## config.mk

```make
export PLATFORM = sky130hd
export DESIGN_NAME = synapse_event_dispatcher_flat
export DESIGN_NICKNAME = d
export VERILOG_FILES = /design/src/rtl/synapse_event_dispatcher_if.sv /design/src/rtl/synapse_event_dispatcher.sv /design/src/flat_wrapper.sv
export SDC_FILE = /design/constraint.sdc
export NUM_CORES = 1
export LEC_CHECK = 0
export CAP_MARGIN = 0
export CORE_ASPECT_RATIO = 1.75
export CORE_UTILIZATION = 35
export DETAILED_ROUTE_END_ITERATION = 16
export SKIP_CTS_REPAIR_TIMING = 1
export SYNTH_ARGS = -nofsm -noshare
export SYNTH_HDL_FRONTEND = slang
export SYNTH_SLANG_ARGS = --single-unit
```

## constraint.sdc

```tcl
create_clock -name clk -period 8.1 [get_ports clk]
set_input_delay 1.62 -clock clk [delete_from_list [all_inputs] [get_ports clk]]
set_output_delay 1.62 -clock clk [all_outputs]
set_load 0.02 [all_outputs]
```

## src/rtl/synapse_event_dispatcher_if.sv

```systemverilog
// Event/synapse handshake bundle between connectivity memory, dispatcher and
// the synapse register array.
interface synapse_event_dispatcher_if #(
  parameter int N_LEFT     = 4,
  parameter int N_RIGHT    = 4,
  parameter int FIFO_DEPTH = 8
);
  localparam int LW = (N_LEFT  > 1) ? $clog2(N_LEFT)  : 1;
  localparam int RW = (N_RIGHT > 1) ? $clog2(N_RIGHT) : 1;
  localparam int NS = N_LEFT * N_RIGHT;
  localparam int CW = $clog2(FIFO_DEPTH + 1);

  logic          evt_valid;
  logic          evt_ready;
  logic [LW-1:0] evt_left;
  logic [RW-1:0] evt_right;
  logic [NS-1:0] syn_req;
  logic [NS-1:0] syn_ack;
  logic          done;
  logic          err_range;
  logic          err_timeout;
  logic          busy;
  logic [CW-1:0] fifo_level;

  // Environment side: memory producer plus synapse register responder.
  modport master (
    output evt_valid, evt_left, evt_right, syn_ack,
    input  evt_ready, syn_req, done, err_range, err_timeout, busy, fifo_level
  );

  // Dispatcher side.
  modport slave (
    input  evt_valid, evt_left, evt_right, syn_ack,
    output evt_ready, syn_req, done, err_range, err_timeout, busy, fifo_level
  );
endinterface

```

## src/rtl/synapse_event_dispatcher.sv

```systemverilog
// Synapse event dispatcher: queues (left, right) events in a FIFO and issues
// them one at a time as a one-hot 4-phase req/ack handshake with timeout.
module synapse_event_dispatcher #(
  parameter int N_LEFT     = 4,
  parameter int N_RIGHT    = 4,
  parameter int FIFO_DEPTH = 8,
  parameter int TIMEOUT    = 16
) (
  input  logic                      clk,
  input  logic                      rst_n,
  synapse_event_dispatcher_if.slave bus
);
  localparam int LW = (N_LEFT  > 1) ? $clog2(N_LEFT)  : 1;
  localparam int RW = (N_RIGHT > 1) ? $clog2(N_RIGHT) : 1;
  localparam int NS = N_LEFT * N_RIGHT;
  localparam int CW = $clog2(FIFO_DEPTH + 1);
  localparam int PW = (FIFO_DEPTH > 1) ? $clog2(FIFO_DEPTH) : 1;
  localparam int IW = (NS > 1) ? $clog2(NS) : 1;
  localparam int TW = (TIMEOUT > 1) ? $clog2(TIMEOUT) : 1;

  localparam logic [LW:0]   L_LIM   = (LW + 1)'(N_LEFT);
  localparam logic [RW:0]   R_LIM   = (RW + 1)'(N_RIGHT);
  localparam logic [CW-1:0] LVL_MAX = CW'(FIFO_DEPTH);
  localparam logic [TW-1:0] T_LAST  = TW'(TIMEOUT - 1);

  typedef enum logic [1:0] {IDLE, REQ, REL} state_t;

  logic [LW-1:0] r_left_mem  [FIFO_DEPTH];
  logic [RW-1:0] r_right_mem [FIFO_DEPTH];
  logic [PW-1:0] r_wr_ptr, r_rd_ptr;
  logic [CW-1:0] r_level;

  state_t        r_state, w_state_nxt;
  logic [TW-1:0] r_timer, w_timer_nxt;
  logic [IW-1:0] r_idx, w_idx_nxt;
  logic [NS-1:0] r_syn_req, w_syn_req_nxt;
  logic          r_done, w_done_nxt;
  logic          r_err_timeout, w_err_timeout_nxt;
  logic          r_err_range;

  logic w_ready, w_accept, w_in_range, w_push, w_pop, w_ack;

  assign w_ready    = (r_level != LVL_MAX);
  assign w_accept   = bus.evt_valid && w_ready;
  assign w_in_range = ({1'b0, bus.evt_left} < L_LIM) && ({1'b0, bus.evt_right} < R_LIM);
  assign w_push     = w_accept && w_in_range;
  assign w_ack      = bus.syn_ack[r_idx];

  // Event FIFO storage, pointers and occupancy; out-of-range events are never written.
  always_ff @(posedge clk) begin
    if (!rst_n) begin
      r_wr_ptr <= '0;
      r_rd_ptr <= '0;
      r_level  <= '0;
    end else begin
      if (w_push) begin
        r_left_mem[r_wr_ptr]  <= bus.evt_left;
        r_right_mem[r_wr_ptr] <= bus.evt_right;
        r_wr_ptr              <= r_wr_ptr + 1'b1;
      end
      if (w_pop) r_rd_ptr <= r_rd_ptr + 1'b1;
      if (w_push && !w_pop)      r_level <= r_level + 1'b1;
      else if (!w_push && w_pop) r_level <= r_level - 1'b1;
    end
  end

  // Range error pulse for a consumed-but-discarded event.
  always_ff @(posedge clk) begin
    if (!rst_n) r_err_range <= 1'b0;
    else        r_err_range <= w_accept && !w_in_range;
  end

  // Handshake FSM state, timer, latched index and registered outputs.
  always_ff @(posedge clk) begin
    if (!rst_n) begin
      r_state       <= IDLE;
      r_timer       <= '0;
      r_idx         <= '0;
      r_syn_req     <= '0;
      r_done        <= 1'b0;
      r_err_timeout <= 1'b0;
    end else begin
      r_state       <= w_state_nxt;
      r_timer       <= w_timer_nxt;
      r_idx         <= w_idx_nxt;
      r_syn_req     <= w_syn_req_nxt;
      r_done        <= w_done_nxt;
      r_err_timeout <= w_err_timeout_nxt;
    end
  end

  // Next-state, pop and output decode; syn_req follows the current state one cycle later.
  always_comb begin
    w_state_nxt       = r_state;
    w_timer_nxt       = r_timer;
    w_idx_nxt         = r_idx;
    w_syn_req_nxt     = '0;
    w_done_nxt        = 1'b0;
    w_err_timeout_nxt = 1'b0;
    w_pop             = 1'b0;
    case (r_state)
      IDLE: begin
        if (r_level != '0) begin
          w_pop       = 1'b1;
          w_idx_nxt   = IW'(r_left_mem[r_rd_ptr]) + IW'(N_LEFT) * IW'(r_right_mem[r_rd_ptr]);
          w_timer_nxt = '0;
          w_state_nxt = REQ;
        end
      end
      REQ: begin
        w_syn_req_nxt[r_idx] = 1'b1;
        if (w_ack) begin
          w_state_nxt = REL;
          w_timer_nxt = '0;
        end else if (r_timer == T_LAST) begin
          w_state_nxt       = IDLE;
          w_err_timeout_nxt = 1'b1;
        end else begin
          w_timer_nxt = r_timer + 1'b1;
        end
      end
      REL: begin
        if (!w_ack) begin
          w_state_nxt = IDLE;
          w_done_nxt  = 1'b1;
        end else if (r_timer == T_LAST) begin
          w_state_nxt       = IDLE;
          w_err_timeout_nxt = 1'b1;
        end else begin
          w_timer_nxt = r_timer + 1'b1;
        end
      end
      default: w_state_nxt = IDLE;
    endcase
  end

  assign bus.evt_ready   = w_ready;
  assign bus.syn_req     = r_syn_req;
  assign bus.done        = r_done;
  assign bus.err_range   = r_err_range;
  assign bus.err_timeout = r_err_timeout;
  assign bus.busy        = (r_state != IDLE) || (r_level != '0);
  assign bus.fifo_level  = r_level;
endmodule

```

## src/flat_wrapper.sv

```systemverilog
// flat-port wrapper written by rule: the top's interface ports become plain ports
module synapse_event_dispatcher_flat 
#(
  parameter int N_LEFT     = 4,
  parameter int N_RIGHT    = 4,
  parameter int FIFO_DEPTH = 8,
  parameter int TIMEOUT    = 16
)
  (clk, rst_n, bus_evt_valid, bus_evt_left, bus_evt_right, bus_syn_ack, bus_evt_ready, bus_syn_req, bus_done, bus_err_range, bus_err_timeout, bus_busy, bus_fifo_level);
  synapse_event_dispatcher_if #(.N_LEFT(N_LEFT), .N_RIGHT(N_RIGHT), .FIFO_DEPTH(FIFO_DEPTH)) bus_i ();
  input  logic clk;
  input  logic rst_n;
  input wire logic [$bits(bus_i.evt_valid)-1:0] bus_evt_valid;
  input wire logic [$bits(bus_i.evt_left)-1:0] bus_evt_left;
  input wire logic [$bits(bus_i.evt_right)-1:0] bus_evt_right;
  input wire logic [$bits(bus_i.syn_ack)-1:0] bus_syn_ack;
  output wire logic [$bits(bus_i.evt_ready)-1:0] bus_evt_ready;
  output wire logic [$bits(bus_i.syn_req)-1:0] bus_syn_req;
  output wire logic [$bits(bus_i.done)-1:0] bus_done;
  output wire logic [$bits(bus_i.err_range)-1:0] bus_err_range;
  output wire logic [$bits(bus_i.err_timeout)-1:0] bus_err_timeout;
  output wire logic [$bits(bus_i.busy)-1:0] bus_busy;
  output wire logic [$bits(bus_i.fifo_level)-1:0] bus_fifo_level;
  assign bus_i.evt_valid = bus_evt_valid;
  assign bus_i.evt_left = bus_evt_left;
  assign bus_i.evt_right = bus_evt_right;
  assign bus_i.syn_ack = bus_syn_ack;
  assign bus_evt_ready = bus_i.evt_ready;
  assign bus_syn_req = bus_i.syn_req;
  assign bus_done = bus_i.done;
  assign bus_err_range = bus_i.err_range;
  assign bus_err_timeout = bus_i.err_timeout;
  assign bus_busy = bus_i.busy;
  assign bus_fifo_level = bus_i.fifo_level;
  synapse_event_dispatcher #(.N_LEFT(N_LEFT), .N_RIGHT(N_RIGHT), .FIFO_DEPTH(FIFO_DEPTH), .TIMEOUT(TIMEOUT)) u_core (.clk(clk), .rst_n(rst_n), .bus(bus_i));
endmodule
```

== Word level (Yosys, flattened, before mapping) ==
Memories as Yosys holds them, arrays and structs flattened. A register that Yosys moved wholly into a read port is not among the register bits.
Cells that the tools add are included.
Operators by class
  add/subtract/negate cells: 6
  order comparisons: 2
  eq/ne operators: 6
  multiplexer cells: 30
  reduce and logical (&&, ||, !) cells: 16
Operators with widths (count)
  4-bit 2-to-1 mux: 6
  3-bit 2-to-1 mux: 4
  4-bit case mux with 3 select lines: 1
  1-bit 2-to-1 mux: 11
  4-bit by 1-bit adder with 4-bit output, second input constant: 2
  2-bit 2-to-1 mux: 4
  3-bit by 1-bit adder with 3-bit output, second input constant: 2
  2-bit case mux with 3 select lines: 1
  2-bit AND reduction: 3
  4-bit by 5-bit < comparator with 1-bit output, second input constant: 1
  2-bit by 4-bit adder with 4-bit output: 1
  1-bit binary-select mux with 4-bit select: 1
  1-bit demux with 4-bit select: 1
  4-bit == test, second input constant: 1
  4-bit by 1-bit greater-or-equal comparator with 1-bit output, second input constant: 1
  1-bit logical AND: 4
  2-bit by 1-bit inequality test with 1-bit output, second input constant: 2
  4-bit inequality test, second input constant: 1
  2-bit nonzero test: 2
  4-bit nonzero test: 1
  4-bit by 1-bit subtractor with 4-bit output, second input constant: 1
  3-bit AND reduction: 1
  3-bit nonzero test: 1
  2-bit by 1-bit == test with 1-bit output, second input constant: 1
  5 further kinds: 6
Word-level totals
  register bits: 38
  RAM bits: 32
  input bits: 23
  output and inout port bits: 25
  word-level logic and storage cells: 71
  memories: 2
Memories
  u_core.r_left_mem: words 8, width 2, read ports 1, clocked after Yosys merged registers in 1, write ports 1, RTL line synapse_event_dispatcher.sv:28  | logic [LW-1:0] r_left_mem [FIFO_DEPTH];
  u_core.r_right_mem: words 8, width 2, read ports 1, clocked after Yosys merged registers in 1, write ports 1, RTL line synapse_event_dispatcher.sv:29  | logic [RW-1:0] r_right_mem [FIFO_DEPTH];

== Logic depth before layout (Yosys ltp) ==
Gate-level depths: netlist of run 1.
  word-level depth: 6
  gate-level depth with buffers: 13
  depth with buffers taken out: 12

== Least setup slack after synthesis of run 1 ==
OpenSTA, ideal clock, no wires.
  path kind: in2reg
  start: input bus_evt_valid
  end: register u_core.r_level[3], in the netlist u_core.bus.fifo_level[3]
  setup time: 0.072 ns
  arrival time: 3.208 ns
  required time: 8.028 ns
  slack: 4.820 ns
  stages: 10
  path buffers: 0
  cells stage by stage: nand2_1 inv_1 ha_1 inv_1 ha_1 a21o_1 a21oi_1 xnor2_1 or3_1 a21oi_1
On the way
  longest elaborated chain between the ends: 4
  elaborated cells on any way between the ends: 6
  those cells by class: mux (1); reduce/logical (5)
Ends and longest elaborated chain
  from (decl): RTL line flat_wrapper.sv:13  | input wire logic [$bits(bus_i.evt_valid)-1:0] bus_evt_valid;
  1-bit logical AND (*): RTL line synapse_event_dispatcher.sv:44  | assign w_accept = bus.evt_valid && w_ready;
  via u_core.w_accept: RTL line synapse_event_dispatcher.sv:41  | logic w_ready, w_accept, w_in_range, w_push, w_pop, w_ack;
  1-bit logical NOT: RTL line synapse_event_dispatcher.sv:63  | else if (!w_push && w_pop) r_level <= r_level - 1'b1;
  1-bit logical AND: RTL line synapse_event_dispatcher.sv:63
  2-bit nonzero test (no source line)
  to (signal assigned): RTL line synapse_event_dispatcher.sv:62  | if (w_push && !w_pop) r_level <= r_level + 1'b1;
  to (signal assigned): RTL line synapse_event_dispatcher.sv:63
  to (decl): RTL line synapse_event_dispatcher.sv:31  | logic [CW-1:0] r_level;
Mark *: on every way through the listed nets, which the timed path passes. The rest lies on a longest branch.
A chain may end at the register's enable or synchronous reset.

== Worst setup path after layout of run 1 ==
  start: input rst_n
  end: memory u_core.r_left_mem[0][1] in the netlist's numbering, enable pin
On the way
  longest elaborated chain between the ends: 2
Ends and longest elaborated chain
  from (decl): RTL line flat_wrapper.sv:12  | input logic rst_n;
  1-bit 2-to-1 mux: RTL line synapse_event_dispatcher.sv:51  | if (!rst_n) begin
  1-bit 2-to-1 mux (not written as such): RTL line synapse_event_dispatcher.sv:57  | r_left_mem[r_wr_ptr] <= bus.evt_left;
  to (decl): RTL line synapse_event_dispatcher.sv:28
Every way passes these cells.

==> results.md, run 1 <==
* Clock slew at reported path FFs at 0.05 ns
* First-pass DRT Iterations at 4
* Initial Util at 0.366
* # setup viols final at 0
* Total Die Area at 9150 µm²
* Combinational share of power at 0.305
* Pint at 0.844 mW
* FILL cells at 785
* Placed cell areas at roughly 3600 µm²
* Core ar. at 8370 µm²
* CTS Buffer Depth at 2
* Antenna Nets Post-Route at 0
* Routed len/inst at 14.3 µm
* Sequential element share of the synthesized area at 0.581
* Final Instance Count excl. Fillers at between 400 and 500
* H-Tree Depth at 3
* Die height at 126 µm
* Gr usage total at 0.141
* Cell variety after synth at 40
* Crit. Startpoint: rst_n
* Syn Nets at 284
* Power Density at between 300 and 400 nW/µm²
* R2R Path End: u_core.bus.fifo_level[3]
* Dpl cells at about 400
* Share of cells above drive strength 1 at 0.0767
* Max VDD drop at around 0.00012 V
* Reg2reg path depth at 12
* GPL Wtd Cong at ~0.75
* Slew Limit Fails at 0
* ANT cells at 0
* Post-DP HPWL at 4430 µm
* Top cells by area, synth: edfxtp_1, dfxtp_1, mux4_2
* Leakage Power at 1.37 nW
* Largest net degree at the start of global routing at 20
* Clock root buffer: clkbuf_16
* Most common cell after layout, fill and taps aside: clkdlybuf4s50_1
* Area Growth Syn to Fin at 26.5%
* Startpoint Class: input pin
* CTS Buf Count at 9
* CTS tree: yes
* Final setup TNS at 0 ns
* Post-place setup slack at 3.70 ns
* Req. time, crit path at approximately 8.1 ns
* Switching power at 0.390 mW
* Number of global-route vias before repair at 1955
* Placement Rows at 44
* Nets at approximately 330
* Yosys warns at 0
* FF+latch area at 1780 µm²
* First-pass GRT wire length at 9280 µm
* Type of the tightest min-delay check: reg2reg
* Vias per inst at ~4.8
* Slew Limit Headroom at 0.338
* Mapped cell area at 3060 µm²
* Synth Register Bits at 73
* Syn Area/Cell at approximately 12 µm²
* Finished Core Util at 0.463
* Top Ports at 48
* Yosys top cell by area: edfxtp_1
* Clk_skew at 0.00369 ns
* Iter 0 DRT Violations at 60
* CP endpoint: u_core.r_left_mem[0][1]
* Post-route DRC at 0
* WHS at 0.511 ns
* Post-Synthesis Cells at 250
* Fin crit share at 0.503
* Most frequent cells in the layout: clkdlybuf4s50_1, dfxtp_1, nor2_1, edfxtp_1, nand2_1
* RSZ-0062 raised after global routing: no
* Outcome: finished, final reports clean
* Maxcap violations at 0
* Crit path kind: in2reg
* Multi-input logic area at 1180 µm²
* Worst Max-Slew Pin Slew at 0.983 ns
* Seq pwr share at 0.394
* FF-to-FF setup slack at 5.03 ns
* RR Startpoint: u_core.r_state[0]
* Fin crit period at between 4 and 5 ns
* Final worst setup slack at 4.02 ns
* Via count at 1987
* Worst Path Max Fanout at 19
* Clock share of power at 0.301
* Gr ovfl total at 0
* DRT Wirelength at between 5000 and 6000 µm
* Worst-skew pair later-pin latency at 0.33 ns
* Sinks on Clock Net at 73
* Die Wd at 72.7 µm
* Top-area cell type share of the netlist area at 0.314
* Final Hold Viols at 0
* Initial antenna violation count at 0
* CP Data Arrival Time at 4.04 ns
* FMAX at around 250 MHz
* Power Total at 1.23 mW
* Sw frac at 0.316
* Fin area at between 3000 and 4000 µm²
* Port-buffer cells at 46
* Worst setup EP type: register
==> cells in the mapped netlist, drive strengths merged <==
cell type	instances
nor4b	1
nor3	11
nand4	3
xor2	3
clkbuf	8
inv	7
nor2	32
a21oi	8
fa	1
mux2	1
and3	1
dfxtp	41
a21o	4
or3	3
nand3	7
ha	10
xnor2	4
conb	1
buf	4
nand2	16
clkinv	1
mux2i	16
o32ai	2
o31ai	2
nand4b	1
mux4	10
o21ai	3
a211oi	4
a31oi	1
a221o	1
nor2b	3
nand2b	3
nor4	4
edfxtp	32
nand3b	1
==> worst max-delay path, cell delays in order <==
cell,delay (ns)
clkdlybuf4s50_1,0.81
clkinv_1,0.59
or3_1,0.51
nor3_1,0.51
==> per-layer routing <==
metal | wire length [µm] | track usage | vias to the layer above | share of wire
met5 | 0 | 0 | - | 0
met4 | 81 | 0.0830 | 0 | 0.014
met3 | 232 | 0.0344 | 8 | 0.039
met2 | 3420 | 0.269 | 55 | 0.58
met1 | 2180 | 0.128 | 930 | 0.37
li1 | - | - | 994 | -
==> state kept, by name (all words and copies together) (netlist names), named ones only <==
name,count
u_core.r_rd_ptr,3
u_core.bus.done,1
u_core.r_right_mem,16
u_core.bus.syn_req,16
u_core.r_left_mem,16
u_core.bus.fifo_level,4
u_core.r_idx,4
u_core.r_state,2
u_core.r_timer,4
u_core.bus.err_timeout,1
u_core.r_wr_ptr,3
==> power by group through the flow <==
stage	clock network (mW)	logic [mW]	registers (mW)
after floorplan	0	0.314	0.467
after global placement	0	0.377	0.494
after detailed placement	0	0.380	0.495
after CTS	0.380	0.381	0.488
after global routing	0.391	0.422	0.495
final	0.372	0.377	0.486
==> logic make-up after synthesis <==
family,after synthesis,share of synthesized area
muxes,27,0.132
buffers and inverters,20,0.0335
and+or+nand+nor,86,0.131
xor gates and xnor gates,7,0.0200
other,1,0.00122
adders and majority gates,11,0.0474
DFF,73,0.581
AOI/OAI and AO/OA,25,0.0535
==> worst min-delay path by stage <==
| stage | start | end | slack (ns) | depth (start not counted) |
|---|---|---|---|---|
| floorplan | u_core.r_timer[1] | u_core.r_timer[1] | 0.46 | 2 |
| CTS | u_core.r_timer[1] | u_core.r_timer[1] | 0.51 | 2 |
| detailed placement | u_core.r_timer[1] | u_core.r_timer[1] | 0.50 | 2 |
| global placement | u_core.r_timer[1] | u_core.r_timer[1] | 0.48 | 2 |
| global route | u_core.r_timer[2] | u_core.r_timer[2] | 0.54 | 1 |
| finish | u_core.r_timer[1] | u_core.r_timer[1] | 0.51 | 2 |
==> area by class of cell <==
| type | instances | share of cell area |
|---|---|---|
| Tap cell | 115 | 0.0371 |
| Sequential cell | 73 | 0.460 |
| Inverter | 8 | 0.00775 |
| Multi-Input combinational cell | 157 | 0.304 |
| Clock inverter | 5 | 0.0119 |
| Timing Repair Buffer | 46 | 0.119 |
| Clock buffer | 11 | 0.0601 |
Power figures use the tool's default switching activity.
==> inputs of run 2 (changes only) <==
==> constraint.sdc (replaced) <==
create_clock -name clk -period 3.7 [get_ports clk]
set_input_delay 0.74 -clock clk [delete_from_list [all_inputs] [get_ports clk]]
set_output_delay 0.74 -clock clk [all_outputs]
set_load 0.02 [all_outputs]
==> results.md, run 2 (synthesized netlist as in run 1, its figures left out) <==
* Worst Path Max Fanout at 6 (was 19)
* Slew Limit Headroom at 0.486 (was 0.338)
* Placement Rows at 44 (unchanged)
* CTS Buf Count at 9 (unchanged)
* Initial antenna violation count at 0 (unchanged)
* Post-DP HPWL at 4360 µm (was 4430 µm)
* Crit path kind: reg2out (was in2reg)
* Most common cell after layout, fill and taps aside: clkdlybuf4s50_1 (unchanged)
* Clk_skew at 0.00434 ns (was 0.00369 ns)
* Core ar. at 8370 µm² (unchanged)
* Final Hold Viols at 0 (unchanged)
* Leakage Power at 1.42 nW (was 1.37 nW)
* Via count at 1983 (was 1987)
* Power Total at 2.79 mW (was 1.23 mW)
* Worst-skew pair later-pin latency at 0.33 ns (about the same)
* Worst Max-Slew Pin Slew at 0.765 ns (was 0.983 ns)
* Req. time, crit path at 2.96 ns (was 8.06 ns)
* Share of cells above drive strength 1 at 0.108 (was 0.0767)
* GPL Wtd Cong at 0.785 (was 0.746)
* Dpl cells at 404 (was 399)
* Worst setup EP type: primary output (was register)
* FF-to-FF setup slack at 0.83 ns (was 5.03 ns)
* First-pass DRT Iterations at 4 (unchanged)
* Vias per inst at 4.72 (was 4.79)
* First-pass GRT wire length at 9480 µm (was 9280 µm)
* Final setup TNS at 0 ns (unchanged)
* # setup viols final at 0 (unchanged)
* Fin crit period at ~2.9 ns
* CTS Buffer Depth at 2 (unchanged)
* Clock root buffer: clkbuf_16 (unchanged)
* RSZ-0062 raised after global routing: no (unchanged)
* Gr ovfl total at 0 (unchanged)
* ANT cells at 0 (unchanged)
* Number of global-route vias before repair at 1958 (was 1955)
* Largest net degree at the start of global routing at 19 (was 20)
* Maxcap violations at 0 (unchanged)
* Initial Util at 0.366 (unchanged)
* Final Instance Count excl. Fillers at 420 (was 415)
* Most frequent cells in the layout: clkdlybuf4s50_1, dfxtp_1, nor2_1, edfxtp_1, nand2_1 (unchanged)
* Type of the tightest min-delay check: reg2reg (unchanged)
* Fin crit share at 0.783
* Power Density at 708 nW/µm² (was 318 nW/µm²)
* Outcome: finished, final reports clean (unchanged)
* Iter 0 DRT Violations at 88 (was 60)
* Post-route DRC at 0 (unchanged)
* Routed len/inst at 13.7 µm (was 14.3 µm)
* Clock slew at reported path FFs at 0.06 ns (was 0.05 ns)
* CTS tree: yes (unchanged)
* Top Ports at 48 (unchanged)
* CP Data Arrival Time at 2.16 ns (was 4.04 ns)
* H-Tree Depth at 3 (unchanged)
* Die Wd at 72.7 µm (unchanged)
* Antenna Nets Post-Route at 0 (unchanged)
* Slew Limit Fails at 0 (unchanged)
* Gr usage total at 0.139 (was 0.141)
* Startpoint Class: register (was input pin)
* Sinks on Clock Net at 73 (unchanged)
* Nets at 334 (was 329)
* Max VDD drop at 0.000259 V (was 0.000123 V)
* Die height at 126 µm (unchanged)
* FMAX at 345 MHz
* Port-buffer cells at 46 (unchanged)
* Area Growth Syn to Fin at 28.8% (was 26.5%)
* Total Die Area at 9150 µm² (unchanged)
* DRT Wirelength at 5750 µm (was 5920 µm)
## run 2: changes by cell type in the layout (fill, tap and decap cells not counted)
cell	change
clkinv_1	-3
clkbuf_1	-2
inv_8	+2
clkinv_2	-1
buf_4	+5
inv_6	+1
clkinv_4	+3
## run 2: path summary, 6_finish.rpt
path                                                 end                      from  cells after the start
worst max-delay path                            bus_busy  u_core.bus.fifo_level[0]                      3
worst min-delay path                   u_core.r_timer[1]         u_core.r_timer[1]                      2
worst max register to register  u_core.bus.fifo_level[3]  u_core.bus.fifo_level[0]                     12
worst min register to register         u_core.r_timer[1]         u_core.r_timer[1]                      2
## run 2: layout make-up
class | instances | area, µm²
Tap cell | 115 | 144
Multi-Input combinational cell | 157 | 1180
Inverter | 8 | 30.0
Timing Repair Buffer | 51 | 498
Clock buffer | 9 | 225
Clock inverter | 7 | 87.6
Sequential cell | 73 | 1780
Fill cell | 807 | 4420
## run 2: metrics by stage
stage | util | worst slack [ns] | instance area (µm²) | hold slack, ns
3_5_place_dp | 0.434 | 0.676 | 3630 | 0.493
4_1_cts | 0.472 | 0.785 | 3950 | 0.502
2_1_floorplan | - | 0.888 | 3060 | 0.463
6_report | 0.472 | 0.804 | 3950 | 0.497
5_1_grt | 0.472 | 0.596 | 3950 | 0.524
3_3_place_gp | 0.434 | 0.746 | 3630 | 0.482
## run 2: critical path: stages (launching register included)
cell and delay [ns]:
dfxtp_1 0.39, nor4_1 0.63, nand2_1 0.22, clkdlybuf4s50_1 0.58
## run 2: per-layer routing
layer	up-vias	global-route usage	share of wire
met5	-	0	0
met4	0	0.0727	0.013
met3	4	0.0328	0.039
met2	44	0.258	0.57
met1	923	0.139	0.38
li1	1012	-	-
## run 2: report_power, final
part / internal [mW] / switching (mW)
clock network: 0.537 / 0.353
registers: 0.924 / 0.137
logic: 0.423 / 0.420
total: 1.88 / 0.910
